**config.mk**
```make
export PLATFORM = sky130hd
export DESIGN_NAME = dmem_arbiter
export DESIGN_NICKNAME = d
export VERILOG_FILES = /design/src/rtl/dmem_arb_pkg.sv /design/src/rtl/dmem_arb_wait_cnt.sv /design/src/rtl/dmem_arbiter.sv
export SDC_FILE = /design/constraint.sdc
export NUM_CORES = 1
export LEC_CHECK = 0
export BUFFER_PORTS_ARGS = -buffer_cell sky130_fd_sc_hd__buf_2
export CORE_AREA = 2 2 92 94
export CTS_BUF_LIST = sky130_fd_sc_hd__clkbuf_4 sky130_fd_sc_hd__clkbuf_8
export CTS_CLUSTER_DIAMETER = 100
export DETAILED_ROUTE_END_ITERATION = 12
export DIE_AREA = 0 0 94 96
export GPL_TIMING_DRIVEN = 0
export PLACE_DENSITY = 0.66
export SLEW_MARGIN = 25
export SYNTH_ARGS = -nofsm -noshare
export SYNTH_HDL_FRONTEND = slang
export SYNTH_SLANG_ARGS = --single-unit
```
**constraint.sdc**
```tcl
create_clock -name CLK -period 4.1 [get_ports CLK]
set_input_delay 0.41 -clock CLK [delete_from_list [all_inputs] [get_ports CLK]]
set_output_delay 0.41 -clock CLK [all_outputs]
set_load 0.02 [all_outputs]
```
**src/rtl/dmem_arb_pkg.sv**
```systemverilog
// Shared types and default widths for the data-RAM arbiter.
// Ports: none (package only).
package dmem_arb_pkg;

    localparam int DEF_DATA_W   = 32;
    localparam int DEF_ADDR_W   = 10;
    localparam int DEF_MAX_WAIT = 8;

    typedef enum logic [1:0] {
        ST_BOOT,
        ST_RUN,
        ST_FORCE
    } arb_state_t;

    typedef enum logic {
        OWN_CORE,
        OWN_LDR
    } owner_t;

endpackage

```
**src/rtl/dmem_arb_wait_cnt.sv**
```systemverilog
// Saturating loader starvation counter.
// Ports: CLK, RESET_N, inc (loader denied), clr, hit (reaches MAX_WAIT now).
module dmem_arb_wait_cnt #(
    parameter int MAX_WAIT = 8
) (
    input  logic CLK,
    input  logic RESET_N,
    input  logic inc,
    input  logic clr,
    output logic hit
);

    localparam int W = $clog2(MAX_WAIT + 1);
    localparam logic [W-1:0] MAX_V  = W'(MAX_WAIT);
    localparam logic [W-1:0] LAST_V = W'(MAX_WAIT - 1);

    logic [W-1:0] cnt_q;

    always_ff @(posedge CLK or negedge RESET_N) begin
        if (!RESET_N) begin
            cnt_q <= '0;
        end else if (clr) begin
            cnt_q <= '0;
        end else if (inc && cnt_q != MAX_V) begin
            cnt_q <= cnt_q + 1'b1;
        end
    end

    // Fires on the denial that brings the count to MAX_WAIT, so the
    // forced slot is the very next cycle.
    assign hit = inc && (cnt_q >= LAST_V);

endmodule

```
**src/rtl/dmem_arbiter.sv**
```systemverilog
// Single-port data RAM arbiter between core and loader/debug port.
// Ports: core c_*, loader l_*, boot_done, RAM side m_*.
module dmem_arbiter
    import dmem_arb_pkg::*;
#(
    parameter int DATA_W   = DEF_DATA_W,
    parameter int ADDR_W   = DEF_ADDR_W,
    parameter int MAX_WAIT = DEF_MAX_WAIT,
    parameter int BOOT_EN  = 1
) (
    input  logic              CLK,
    input  logic              RESET_N,
    input  logic              c_req,
    input  logic              c_we,
    input  logic [ADDR_W-1:0] c_addr,
    input  logic [DATA_W-1:0] c_wdata,
    output logic [DATA_W-1:0] c_rdata,
    output logic              c_stall,
    input  logic              l_req,
    input  logic              l_we,
    input  logic [ADDR_W-1:0] l_addr,
    input  logic [DATA_W-1:0] l_wdata,
    output logic              l_gnt,
    output logic [DATA_W-1:0] l_rdata,
    output logic              l_rvalid,
    input  logic              boot_done,
    output logic [ADDR_W-1:0] m_addr,
    output logic [DATA_W-1:0] m_wdata,
    output logic              m_wren,
    output logic              m_rden,
    input  logic [DATA_W-1:0] m_rdata
);

    localparam arb_state_t RST_ST = (BOOT_EN != 0) ? ST_BOOT : ST_RUN;

    arb_state_t state_q;
    arb_state_t state_d;
    owner_t     owner;
    logic       gnt_c;
    logic       gnt_l;
    logic       wait_inc;
    logic       wait_clr;
    logic       wait_hit;
    logic       l_rvalid_q;

    always_ff @(posedge CLK or negedge RESET_N) begin
        if (!RESET_N) begin
            state_q <= RST_ST;
        end else begin
            state_q <= state_d;
        end
    end

    always_comb begin
        gnt_c   = 1'b0;
        gnt_l   = 1'b0;
        c_stall = 1'b0;
        state_d = state_q;
        unique case (state_q)
            ST_BOOT: begin
                gnt_l   = l_req;
                c_stall = 1'b1;
                if (boot_done) begin
                    state_d = ST_RUN;
                end
            end
            ST_RUN: begin
                if (c_req) begin
                    gnt_c = 1'b1;
                end else begin
                    gnt_l = l_req;
                end
                if (wait_hit) begin
                    state_d = ST_FORCE;
                end
            end
            ST_FORCE: begin
                gnt_l   = l_req;
                c_stall = c_req;
                state_d = ST_RUN;
            end
            default: begin
                state_d = RST_ST;
            end
        endcase
        // No RAM traffic while reset is held, even mid-cycle.
        if (!RESET_N) begin
            gnt_c   = 1'b0;
            gnt_l   = 1'b0;
            c_stall = (BOOT_EN != 0);
        end
    end

    assign wait_inc = (state_q == ST_RUN) && c_req && l_req;
    assign wait_clr = gnt_l || !l_req || (state_q == ST_BOOT);

    dmem_arb_wait_cnt #(
        .MAX_WAIT (MAX_WAIT)
    ) u_wait_cnt (
        .CLK     (CLK),
        .RESET_N (RESET_N),
        .inc     (wait_inc),
        .clr     (wait_clr),
        .hit     (wait_hit)
    );

    assign owner = gnt_l ? OWN_LDR : OWN_CORE;

    always_comb begin
        m_addr  = c_addr;
        m_wdata = c_wdata;
        m_wren  = gnt_c & c_we;
        m_rden  = gnt_c & ~c_we;
        if (owner == OWN_LDR) begin
            m_addr  = l_addr;
            m_wdata = l_wdata;
            m_wren  = l_we;
            m_rden  = ~l_we;
        end
    end

    always_ff @(posedge CLK or negedge RESET_N) begin
        if (!RESET_N) begin
            l_rvalid_q <= 1'b0;
        end else begin
            l_rvalid_q <= gnt_l & ~l_we;
        end
    end

    assign l_gnt    = gnt_l;
    assign l_rvalid = l_rvalid_q;
    assign c_rdata  = m_rdata;
    assign l_rdata  = m_rdata;

endmodule

```
==> results of run 1 <==
worst paths after layout:
path	from	to	slack, ns	depth (start not counted)
setup / recovery	state_q[0]	m_wdata[24]	1.94	5
max in group asynchronous	RESET_N	u_wait_cnt.cnt_q[1]	3.85	1
setup reg to reg	state_q[1]	u_wait_cnt.cnt_q[3]	2.72	3
hold reg to reg	u_wait_cnt.cnt_q[3]	state_q[1]	0.59	2
min in group CLK	l_we	l_rvalid	0.38	2
hold / removal	RESET_N	state_q[0]	0.04	1
power by group through the flow:
stage | clock, mW | sequential [mW] | combinational, mW
after floorplan | 0 | 0.0749 | 0.200
after global placement | 0 | 0.0749 | 0.311
after detailed placement | 0 | 0.0751 | 0.313
after CTS | 0.109 | 0.0742 | 0.314
after global routing | 0.113 | 0.0745 | 0.333
final | 0.106 | 0.0743 | 0.311
cells by family (layout without fill, tap and decap cells):
| logic type | Yosys count | after routing | share of synthesized area [%] |
|---|---|---|---|
| AO/OA/AOI/OAI | 18 | 18 | 7.60 |
| adder cells (fa/ha/maj) | 2 | 2 | 1.71 |
| buffers and inverters | 75 | 280 | 37.7 |
| flip-flops | 7 | 7 | 12.0 |
| multiplexers | 42 | 42 | 32.3 |
| AND/OR/NAND/NOR | 17 | 17 | 8.80 |
synthesized netlist by cell type (all sizes together):
library cell,number
or3,1
a211oi,4
dfrtp,7
inv,7
nand3,6
mux2,42
a21oi,3
o22ai,2
buf,68
nor2,3
o21ai,9
nand3b,1
nor2b,2
ha,2
nand4b,1
and4b,1
nand2b,1
and3b,1
metal layers:
| metal | part of all wire (%) | vias to the layer above |
|---|---|---|
| met4 | 0.91 | 0 |
| li1 | - | 904 |
| met2 | 53 | 115 |
| met5 | 0 | - |
| met3 | 11 | 4 |
| met1 | 34 | 798 |
area by class of cell:
type	count	area, um2
clock buffers	4	48.8
plain buffers	68	526
repair buffers	201	1010
inverters	7	26.3
well taps	105	131
multi-input cells	79	738
fillers	850	5400
flip-flops and latches	7	175
sequential cells by signal, summed over array words and instances, names as in the netlist:
signal            count
l_rvalid              1
state_q               2
u_wait_cnt.cnt_q      4
metrics by stage:
| step | util (%) | cells | hold slack (ns) |
|---|---|---|---|
| global placement | 32.3 | 467 | 0.295 |
| global route | 32.9 | 471 | 0.0642 |
| finish | 32.9 | 471 | 0.0443 |
| detailed placement | 32.3 | 467 | 0.295 |
| floorplan | - | 161 | 0.114 |
| CTS | 32.9 | 471 | 0.0482 |
worst max-delay path, stage by stage (launching register included):
cell	delay (ns)
dfrtp_1	0.49
o21ai_2	0.12
nand3_4	0.21
buf_6	0.18
mux2_2	0.35
buf_2	0.16
==> summary.txt, run 1 <==
GRT
  • Initial antenna violation count: 0
  • Total track usage: 8.38%
  • Met2 Track Usage GR: 16.1%
  • Busiest layer in global routing: met2
  • First-pass GRT wire length: 5.87 mm
  • Largest net degree at the start of global routing: 13
  • Met1 Usage GRT: 9.10%
  • Grt total ovfl: 0
  • Vias in the first global route: 1,337
  • M3 GR Usage: 1.72%

Logic synthesis
  • Area leader, netlist: buf_4
  • Avg Cell Area, Syn: 9.10 um2
  • Seq/Total Area, Yosys: 12.0%
  • Synthesis Warnings: 0
  • Synth top area cells: buf_4, mux2_2, dfrtp_1, buf_6, o21ai_0
  • Cell Area, Synth: 0.00147 mm2
  • Post-Syn Instances: 161
  • Syn nets: 286
  • Distinct cells, synth: 22
  • Yosys top cell area share: 32.8%
  • Yosys reg bits: 7

Critical path
  • Startpoint types: register
  • CP Class: reg -> out
  • Worst endpoint data arrival time: 1.75 ns
  • Worst-path fanout max: 10
  • Required time of the critical path: 3.69 ns
  • Endpoint class of the critical path: output pin

Route
  • Routed WL: 5.04 mm
  • Post-DR wirelength/cell: 10.7 um
  • Detailed-route DRC error count: 0
  • Vias post-DR: 1,821
  • Post-DR vias/cell: 3.87
  • Antenna viol nets, final: 0
  • 1st-pass router iterations: 4
  • 1st-iter DRT viols: 25

Power and ir drop
  • Register share of total power: 15.1%
  • Internal power: 297 uW
  • LEAKAGE: 1.53 nW
  • Net Sw Frac: 39.5%
  • Total power per unit cell area: 185 mW/mm2
  • Clock share of power: 21.6%
  • Comb pwr share: 63.3%
  • Peak supply drop: 97.8 uV
  • Overall Power: 491 uW
  • NetSw: 194 uW

STA
  • Worst Skew: 0.00259 ns
  • Setup TNS Final: 0 ns
  • Slew margin rel.: 61.2%
  • Worst-margin pin slew: 0.576 ns
  • Crit path time final: 2.16 ns
  • RSZ-0062 raised after global routing: no
  • Setup slack after layout: 1.94 ns
  • Fin. max-slew vios: 0
  • Final setup viols: 0
  • Hold Fails Final Rpt: 0
  • Fmax: 0.462 GHz
  • Period utilisation layout: 52.8%

Floorplanning
  • Die width: 94 um
  • Initial cell density of the core: 18.2%
  • # rows: 33
  • I/O Pins: 234
  • Die ar.: 0.00902 mm2
  • Placeable Area: 0.00805 mm2
  • Die height: 96 um

Finish
  • Nets: 492
  • Layout cell share with drive strength beyond 1: 87.2%
  • Most common cell after layout, fill and taps aside: buf_2
  • Ant. Diodes: 0
  • Design Area, Final: 0.00265 mm2
  • Commonest non-fill, non-tap cells in the layout: buf_2, buf_4, mux2_2
  • Layout Area Growth over Synthesis: 81.0%

Clock network
  • Root Buffer: clkbuf_8
  • Clk slew on worst S/H paths: 0.04 ns
  • Clk_lat worst skew: 0.23 ns
  • TritonCTS clock tree: done
  • Num CTS Buffers: 3
  • PostCTS Resize Cnt: 0
  • Clock tree sinks: 7
  • Longest Clk Path Bufs: 2
  • Buffer count from post-CTS setup fixing: 0
  • H-tree depth: 1
  • Post-CTS Hold Buffers: 0

Placed design
  • Final GP Congestion: 0.629
  • Placed cell area: 0.00260 mm2
  • I/O Buffers: 201
  • DP Wirelength: 4.46 mm
  • Pre-CTS setup slack: 2.08 ns

Min path
  • Hold Path Class: in -> async

Run status
  • Status: finished clean

Job
  • Max Cap Viol: 0
No activity file was read; power rests on OpenSTA's default activity.
==> run 2: changes to the inputs <==
--- a/config.mk
+++ b/config.mk
@@ -5,14 +5,15 @@
 export SDC_FILE = /design/constraint.sdc
 export NUM_CORES = 1
 export LEC_CHECK = 0
+export ABC_AREA = 1
 export BUFFER_PORTS_ARGS = -buffer_cell sky130_fd_sc_hd__buf_2
-export CORE_AREA = 2 2 92 94
+export CORE_AREA = 2 2 91 93
 export CTS_BUF_LIST = sky130_fd_sc_hd__clkbuf_4 sky130_fd_sc_hd__clkbuf_8
 export CTS_CLUSTER_DIAMETER = 100
 export DETAILED_ROUTE_END_ITERATION = 12
-export DIE_AREA = 0 0 94 96
+export DIE_AREA = 0 0 93 95
 export GPL_TIMING_DRIVEN = 0
-export PLACE_DENSITY = 0.66
+export PLACE_DENSITY = 0.69
 export SLEW_MARGIN = 25
 export SYNTH_ARGS = -nofsm -noshare
 export SYNTH_HDL_FRONTEND = slang
==> constraint.sdc (replaced) <==
create_clock -name CLK -period 1.98 [get_ports CLK]
set_input_delay 0.198 -clock CLK [delete_from_list [all_inputs] [get_ports CLK]]
set_output_delay 0.198 -clock CLK [all_outputs]
set_load 0.02 [all_outputs]
==> summary.txt, run 2 <==
Run status
  • Status: finished clean (unchanged)

STA
  • Slew margin rel.: 73.3% (was 61.2%)
  • Setup TNS Final: 0 ns (unchanged)
  • Worst-margin pin slew: 0.400 ns (was 0.576 ns)
  • Crit path time final: 1.82 ns
  • Hold Fails Final Rpt: 0 (unchanged)
  • Fmax: 0.548 GHz
  • Worst Skew: 0.00293 ns (was 0.00259 ns)
  • Fin. max-slew vios: 0 (unchanged)
  • Period utilisation layout: 92.1%
  • RSZ-0062 raised after global routing: no (unchanged)
  • Final setup viols: 0 (unchanged)

Logic synthesis
  • Top post-synthesis cells by count: nand2_1, buf_4, inv_1, dfrtp_1 (was buf_4, mux2_2, o21ai_0, dfrtp_1, inv_1)
  • Synthesis Warnings: 0 (unchanged)
  • Seq/Total Area, Yosys: 12.0% (about the same)
  • Distinct cells, synth: 19 (was 22)
  • Yosys top cell area share: 35.7% (was 32.8%)
  • Synth top area cells: nand2_1, buf_4, dfrtp_1, buf_6, inv_1 (was buf_4, mux2_2, dfrtp_1, buf_6, o21ai_0)
  • Avg Cell Area, Syn: 5.66 um2 (was 9.10 um2)
  • Cell Area, Synth: 0.00146 mm2 (was 0.00147 mm2)
  • Area leader, netlist: nand2_1 (was buf_4)
  • Most frequent cell after synthesis: nand2_1 (was buf_4)
  • Syn nets: 383 (was 286)
  • EDFF count, synth: 0 (unchanged)
  • Yosys reg bits: 7 (unchanged)
  • Post-synth ARST share: 100% (unchanged)
  • Post-Syn Instances: 258 (was 161)
  • Most used DFF post-synth: dfrtp_1 (unchanged)

Placed design
  • I/O Buffers: 201 (unchanged)
  • DP Wirelength: 4.86 mm (was 4.46 mm)
  • Placed Cells: 564 (was 467)
  • Final GP Congestion: 0.791 (was 0.629)

Power and ir drop
  • Comb pwr share: 64.3% (was 63.3%)
  • Overall Power: 1.03 mW (was 491 uW)
  • Total power per unit cell area: 389 mW/mm2 (was 185 mW/mm2)
  • Peak supply drop: 256 uV (was 97.8 uV)
  • Register share of total power: 14.7% (was 15.1%)
  • Net Sw Frac: 42.3% (was 39.5%)
  • LEAKAGE: 1.77 nW (was 1.53 nW)
  • NetSw: 437 uW (was 194 uW)
  • Internal power: 595 uW (was 297 uW)
  • Clock share of power: 20.9% (was 21.6%)

GRT
  • Vias in the first global route: 1,727 (was 1,337)
  • First-pass GRT wire length: 7.45 mm (was 5.87 mm)
  • Initial antenna violation count: 0 (unchanged)
  • Grt total ovfl: 0 (unchanged)
  • Largest net degree at the start of global routing: 11 (was 13)
  • Total track usage: 10.2% (was 8.38%)

Finish
  • Commonest non-fill, non-tap cells in the layout: buf_2, nand2_1, buf_4 (was buf_2, buf_4, mux2_2)
  • Layout Area Growth over Synthesis: 81.9% (was 81.0%)
  • Max reg flops: 4 (unchanged)
  • Layout cell share with drive strength beyond 1: 60.3% (was 87.2%)
  • Largest Register: u_wait_cnt.cnt_q (unchanged)
  • Most common cell after layout, fill and taps aside: buf_2 (unchanged)
  • Ant. Diodes: 0 (unchanged)
  • Nets: 590 (was 492)
  • Post-route insts no fill: 569 (was 471)

Route
  • Post-DR wirelength/cell: 9.69 um (was 10.7 um)
  • Vias post-DR: 2,141 (was 1,821)
  • Routed wire length on met3: 463 um (was 578 um)
  • Detailed-route DRC error count: 0 (unchanged)
  • Routed WL: 5.51 mm (was 5.04 mm)
  • Routed wl met2: 2.98 mm (was 2.68 mm)
  • 1st-pass router iterations: 4 (unchanged)
  • Top Metal Used: met4 (unchanged)
  • 1st-iter DRT viols: 38 (was 25)
  • Antenna viol nets, final: 0 (unchanged)
  • WL met1: 2.05 mm (was 1.73 mm)
  • Post-DR vias/cell: 3.76 (was 3.87)

Clock network
  • Longest Clk Path Bufs: 2 (unchanged)
  • Root Buffer: clkbuf_8 (unchanged)
  • Buffer count from post-CTS setup fixing: 0 (unchanged)
  • TritonCTS clock tree: done (unchanged)
  • H-tree depth: 1 (unchanged)
  • Clock tree sinks: 7 (unchanged)
  • Clk slew on worst S/H paths: 0.04 ns (about the same)
  • Num CTS Buffers: 3 (unchanged)
  • Clk_lat worst skew: 0.23 ns (about the same)

Critical path
  • CP Class: reg -> out (unchanged)
  • Worst endpoint data arrival time: 1.63 ns (was 1.75 ns)
  • Startpoint types: register (unchanged)
  • Endpoint class of the critical path: output pin (unchanged)
  • Worst-path fanout max: 10 (unchanged)
  • Required time of the critical path: 1.78 ns (was 3.69 ns)
  • Reg2Reg Depth: 7 (was 3)

Floorplanning
  • Die ar.: 0.00884 mm2 (was 0.00902 mm2)
  • Placeable Area: 0.00793 mm2 (was 0.00805 mm2)
  • Die height: 95 um (was 96 um)
  • Initial cell density of the core: 18.4% (was 18.2%)
  • # rows: 33 (unchanged)
  • I/O Pins: 234 (unchanged)
  • Die width: 93 um (was 94 um)

Job
  • Max Cap Viol: 0 (unchanged)

Min path
  • Hold Path Class: in -> reg (was in -> async)
  • Hold depth: 2
==> run 2: final timing paths <==
| path | to | from | slack (ns) |
|---|---|---|---|
| min in group asynchronous | state_q[1] | RESET_N | 0.45 |
| worst min register to register | u_wait_cnt.cnt_q[2] | u_wait_cnt.cnt_q[2] | 0.59 |
| worst max register to register | u_wait_cnt.cnt_q[0] | u_wait_cnt.cnt_q[0] | 0.62 |
| max in group asynchronous | state_q[0] | RESET_N | 1.28 |
| worst max-delay path | m_wdata[8] | state_q[1] | 0.16 |
| worst min-delay path | l_rvalid | l_we | 0.17 |
==> run 2: metrics by stage <==
stage	setup WS, ns	instance area [um2]	utilization, %	hold WS, ns
2_1_floorplan	0.594	1460	-	-0.0976
3_3_place_gp	0.366	2600	32.8	0.0658
3_5_place_dp	0.354	2600	32.8	0.0680
4_1_cts	0.102	2660	33.5	0.155
5_1_grt	0.00488	2660	33.5	0.162
6_report	0.157	2660	33.5	0.165
==> run 2: worst max-delay path, cell delays in order, from the launching register on <==
cell	delay, ns
dfrtp_1	0.41
o21ai_1	0.17
nand3_2	0.14
inv_2	0.19
buf_4	0.20
nand2_1	0.06
nand2_1	0.07
buf_2	0.16
==> run 2: power groups by stage <==
stage,Sequential (mW),Clock (mW),Combinational [mW]
CTS,0.152,0.223,0.671
finish,0.152,0.216,0.664
global route,0.153,0.229,0.719
floorplan,0.154,0,0.415
global placement,0.154,0,0.662
detailed placement,0.154,0,0.667
==> run 2: kinds of logic after synthesis <==
family	Yosys count	share of synthesized area [%]
simple gates	155	41.6
flops	7	12.0
buf+inv	84	41.0
compound gates	10	3.68
fa+ha+maj	2	1.71
==> run 2: cell type report <==
cell class	count	area, um2
Timing Repair Buffer	202	1020
Multi-Input combinational cell	167	687
Inverter	11	41.3
Tap cell	105	131
Sequential cell	7	175
Fill cell	883	5270
Clock buffer	4	48.8
Buffer	73	557
==> run 2: repair_timing <==
item                       in CTS  in global routing
hold buffers                    1                  0
gates resized for setup         0                  0
hold endpoints to repair        7                  0
setup endpoints to repair       0                  0
==> run 2: routing by layer <==
metal	track usage [%]	vias up
li1	-	1132
met3	0.718	2
met1	12.1	907
met2	20.1	100
met4	1.84	0
met5	0	-
==> run 3: changes to the inputs <==
--- a/config.mk
+++ b/config.mk
@@ -5,7 +5,6 @@
 export SDC_FILE = /design/constraint.sdc
 export NUM_CORES = 1
 export LEC_CHECK = 0
-export ABC_AREA = 1
 export BUFFER_PORTS_ARGS = -buffer_cell sky130_fd_sc_hd__buf_2
 export CORE_AREA = 2 2 91 93
 export CTS_BUF_LIST = sky130_fd_sc_hd__clkbuf_4 sky130_fd_sc_hd__clkbuf_8
==> constraint.sdc (replaced) <==
create_clock -name CLK -period 1.98 [get_ports CLK]
set_input_delay 0.396 -clock CLK [delete_from_list [all_inputs] [get_ports CLK]]
set_output_delay 0.396 -clock CLK [all_outputs]
set_load 0.02 [all_outputs]
==> summary.txt, run 3 (synthesis gave the netlist of run 1 again) <==
Run status
  • Status: finished, violations left (was finished clean)
  • Failing checks: setup timing

STA
  • Setup TNS Final: -0.555 ns (was 0 ns)
  • RSZ-0062 raised after global routing: yes (was no)
  • Hold Fails Final Rpt: 0 (unchanged)
  • WHS: 0.0445 ns (was 0.165 ns)
  • Slew margin rel.: 64.0% (was 73.3%)
  • Fmax: 0.495 GHz (was 0.548 GHz)
  • Worst-margin pin slew: 0.534 ns (was 0.400 ns)
  • Setup slack after layout: -0.0405 ns (was 0.157 ns)
  • Crit path time final: 2.02 ns (was 1.82 ns)
  • Period utilisation layout: 102% (was 92.1%)
  • Worst Skew: 0.000638 ns (was 0.00293 ns)
  • Fin. max-slew vios: 0 (unchanged)
  • Final setup viols: 31 (was 0)

Critical path
  • Reg-to-Reg Start: state_q[1] (was u_wait_cnt.cnt_q[0])
  • Slowest Stage Delay on Critical Path: 0.41 ns (about the same)
  • Crit-path leading delay family: flip-flops (was buffers and inverters)
  • Crit path from: state_q[1] (unchanged)
  • Worst endpoint data arrival time: 1.62 ns (was 1.63 ns)
  • Crit path buf inv count: 2 (was 3)
  • CP Class: reg -> out (unchanged)
  • Slowest-stage cell, CP: dfrtp_2 (was dfrtp_1)
  • Endpoint class of the critical path: output pin (unchanged)
  • Required time of the critical path: 1.58 ns (was 1.78 ns)
  • Startpoint types: register (unchanged)
  • Worst-path cell chain: o21ai_4 > nand3_2 > buf_8 > mux2_2 > buf_2 (was o21ai_1 > nand3_2 > inv_2 > buf_4 > nand2_1 > nand2_1 > buf_2)
  • Worst-path fanout max: 5 (was 10)

Power and ir drop
  • Total power per unit cell area: 382 mW/mm2 (was 389 mW/mm2)
  • Overall Power: 1.07 mW (was 1.03 mW)
  • Net Sw Frac: 39.4% (was 42.3%)
  • Internal power: 649 uW (was 595 uW)
  • LEAKAGE: 1.59 nW (was 1.77 nW)
  • Peak supply drop: 120 uV (was 256 uV)
  • Register share of total power: 14.5% (was 14.7%)
  • NetSw: 422 uW (was 437 uW)
  • Clock share of power: 20.9% (about the same)
  • Comb pwr share: 64.7% (was 64.3%)

Floorplanning
  • Die width: 93 um (unchanged)
  • I/O Pins: 234 (unchanged)
  • # rows: 33 (unchanged)
  • Placeable Area: 0.00793 mm2 (unchanged)
  • Die ar.: 0.00884 mm2 (unchanged)
  • Initial cell density of the core: 18.5% (was 18.4%)
  • Die height: 95 um (unchanged)

Finish
  • Multi-input logic area: 756 um2 (was 687 um2)
  • Layout cell share with drive strength beyond 1: 87.9% (was 60.3%)
  • Fin util: 35.4% (was 33.5%)
  • Design Area, Final: 0.00281 mm2 (was 0.00266 mm2)
  • Largest Register: u_wait_cnt.cnt_q (unchanged)
  • Most common cell after layout, fill and taps aside: buf_2 (unchanged)
  • Nets: 498 (was 590)
  • Reg area: 178 um2 (was 175 um2)
  • Max reg flops: 4 (unchanged)
  • Post-route insts no fill: 478 (was 569)
  • # fillers: 827 (was 883)
  • Layout Area Growth over Synthesis: 91.5% (was 81.9%)
  • Commonest non-fill, non-tap cells in the layout: buf_2, buf_4, mux2_2 (was buf_2, nand2_1, buf_4)

Route
  • 1st-pass router iterations: 4 (unchanged)
  • Post-DR wirelength/cell: 11.8 um (was 9.69 um)
  • Routed wl met2: 2.94 mm (was 2.98 mm)
  • WL met1: 1.90 mm (was 2.05 mm)
  • Routed wire length on met3: 732 um (was 463 um)
  • Post-DR vias/cell: 3.92 (was 3.76)
  • Top Metal Used: met4 (unchanged)
  • Routed WL: 5.63 mm (was 5.51 mm)
  • Antenna viol nets, final: 0 (unchanged)
  • Vias post-DR: 1,875 (was 2,141)
  • Detailed-route DRC error count: 0 (unchanged)
  • 1st-iter DRT viols: 13 (was 38)

Placed design
  • Placed Cells: 467 (was 564)
  • Pre-CTS setup slack: 0.0386 ns (was 0.354 ns)
  • DP Wirelength: 4.66 mm (was 4.86 mm)
  • I/O Buffers: 201 (unchanged)
  • Final GP Congestion: 0.624 (was 0.791)
  • Placed cell area: 0.00260 mm2 (about the same)

GRT
  • Total track usage: 10.0% (was 10.2%)
  • Largest net degree at the start of global routing: 14 (was 11)
  • Vias in the first global route: 1,501 (was 1,727)
  • Initial antenna violation count: 1 (was 0)
  • Grt total ovfl: 0 (unchanged)
  • First-pass GRT wire length: 6.86 mm (was 7.45 mm)

Clock network
  • Clk slew on worst S/H paths: 0.04 ns (about the same)
  • H-tree depth: 1 (unchanged)
  • Clock tree sinks: 7 (unchanged)
  • Clk_lat worst skew: 0.23 ns (about the same)
  • Root Buffer: clkbuf_8 (unchanged)
  • Post-CTS Hold Buffers: 0 (was 1)
  • Longest Clk Path Bufs: 2 (unchanged)
  • TritonCTS clock tree: done (unchanged)
  • Num CTS Buffers: 3 (unchanged)

Job
  • Max Cap Viol: 0 (unchanged)

Min path
  • Hold Path Class: in -> async (was in -> reg)
==> run 3: cell types whose count changed in the layout (fill, tap and decap cells not counted), moves of 3 or more <==
cell,previous run,this run
inv_1,10,7
o21ai_0,4,8
buf_6,4,14
nand4_1,5,0
a211oi_1,0,3
nand2_1,139,0
mux2_2,0,42
buf_2,202,189
==> run 3: layer usage <==
layer  up-vias  global-route usage [%]
met5         -                       0
met4         0                    3.68
met3         5                    2.31
met2       139                    19.3
met1       813                    10.5
li1        918                       -
==> run 3: what timing repair did <==
item | 4_1_cts | 5_1_grt
gates resized for setup | 27 | 2
pin swaps | 2 | 0
buffers inserted | 3 | 0
setup endpoints to repair | 38 | 43
gates cloned | 3 | 0
==> run 3: worst reg2reg max path: stages (launching register included) <==
cell	delay, ns
dfrtp_2	0.41
buf_4	0.16
nand4b_4	0.21
or3_1	0.38
a211oi_2	0.22
==> run 3: area by class of cell <==
cell class / instances / share of cell area, %
plain buffers: 68 / 18.9
well taps: 105 / 4.68
diodes: 1 / 0.0892
flip-flops and latches: 7 / 6.33
inverters: 7 / 0.936
repair buffers: 206 / 40.4
clock buffers: 4 / 1.74
multi-input cells: 80 / 26.9
==> run 3: path summary, 6_finish.rpt <==
kind	endpoint	slack, ns	depth (start not counted)
min in group CLK	l_rvalid	0.37	2
setup reg to reg	u_wait_cnt.cnt_q[3]	0.52	4
setup / recovery	m_wdata[22]	-0.04	5
max in group asynchronous	state_q[1]	1.68	1
hold reg to reg	state_q[0]	0.61	1
hold / removal	u_wait_cnt.cnt_q[2]	0.04	1
==> run 3: power groups by stage <==
| stage | clock network (mW) | logic [mW] | registers [mW] |
|---|---|---|---|
| after floorplan | 0 | 0.414 | 0.155 |
| after global placement | 0 | 0.645 | 0.155 |
| after detailed placement | 0 | 0.651 | 0.155 |
| after CTS | 0.227 | 0.697 | 0.155 |
| after global routing | 0.235 | 0.738 | 0.156 |
| final | 0.224 | 0.693 | 0.155 |
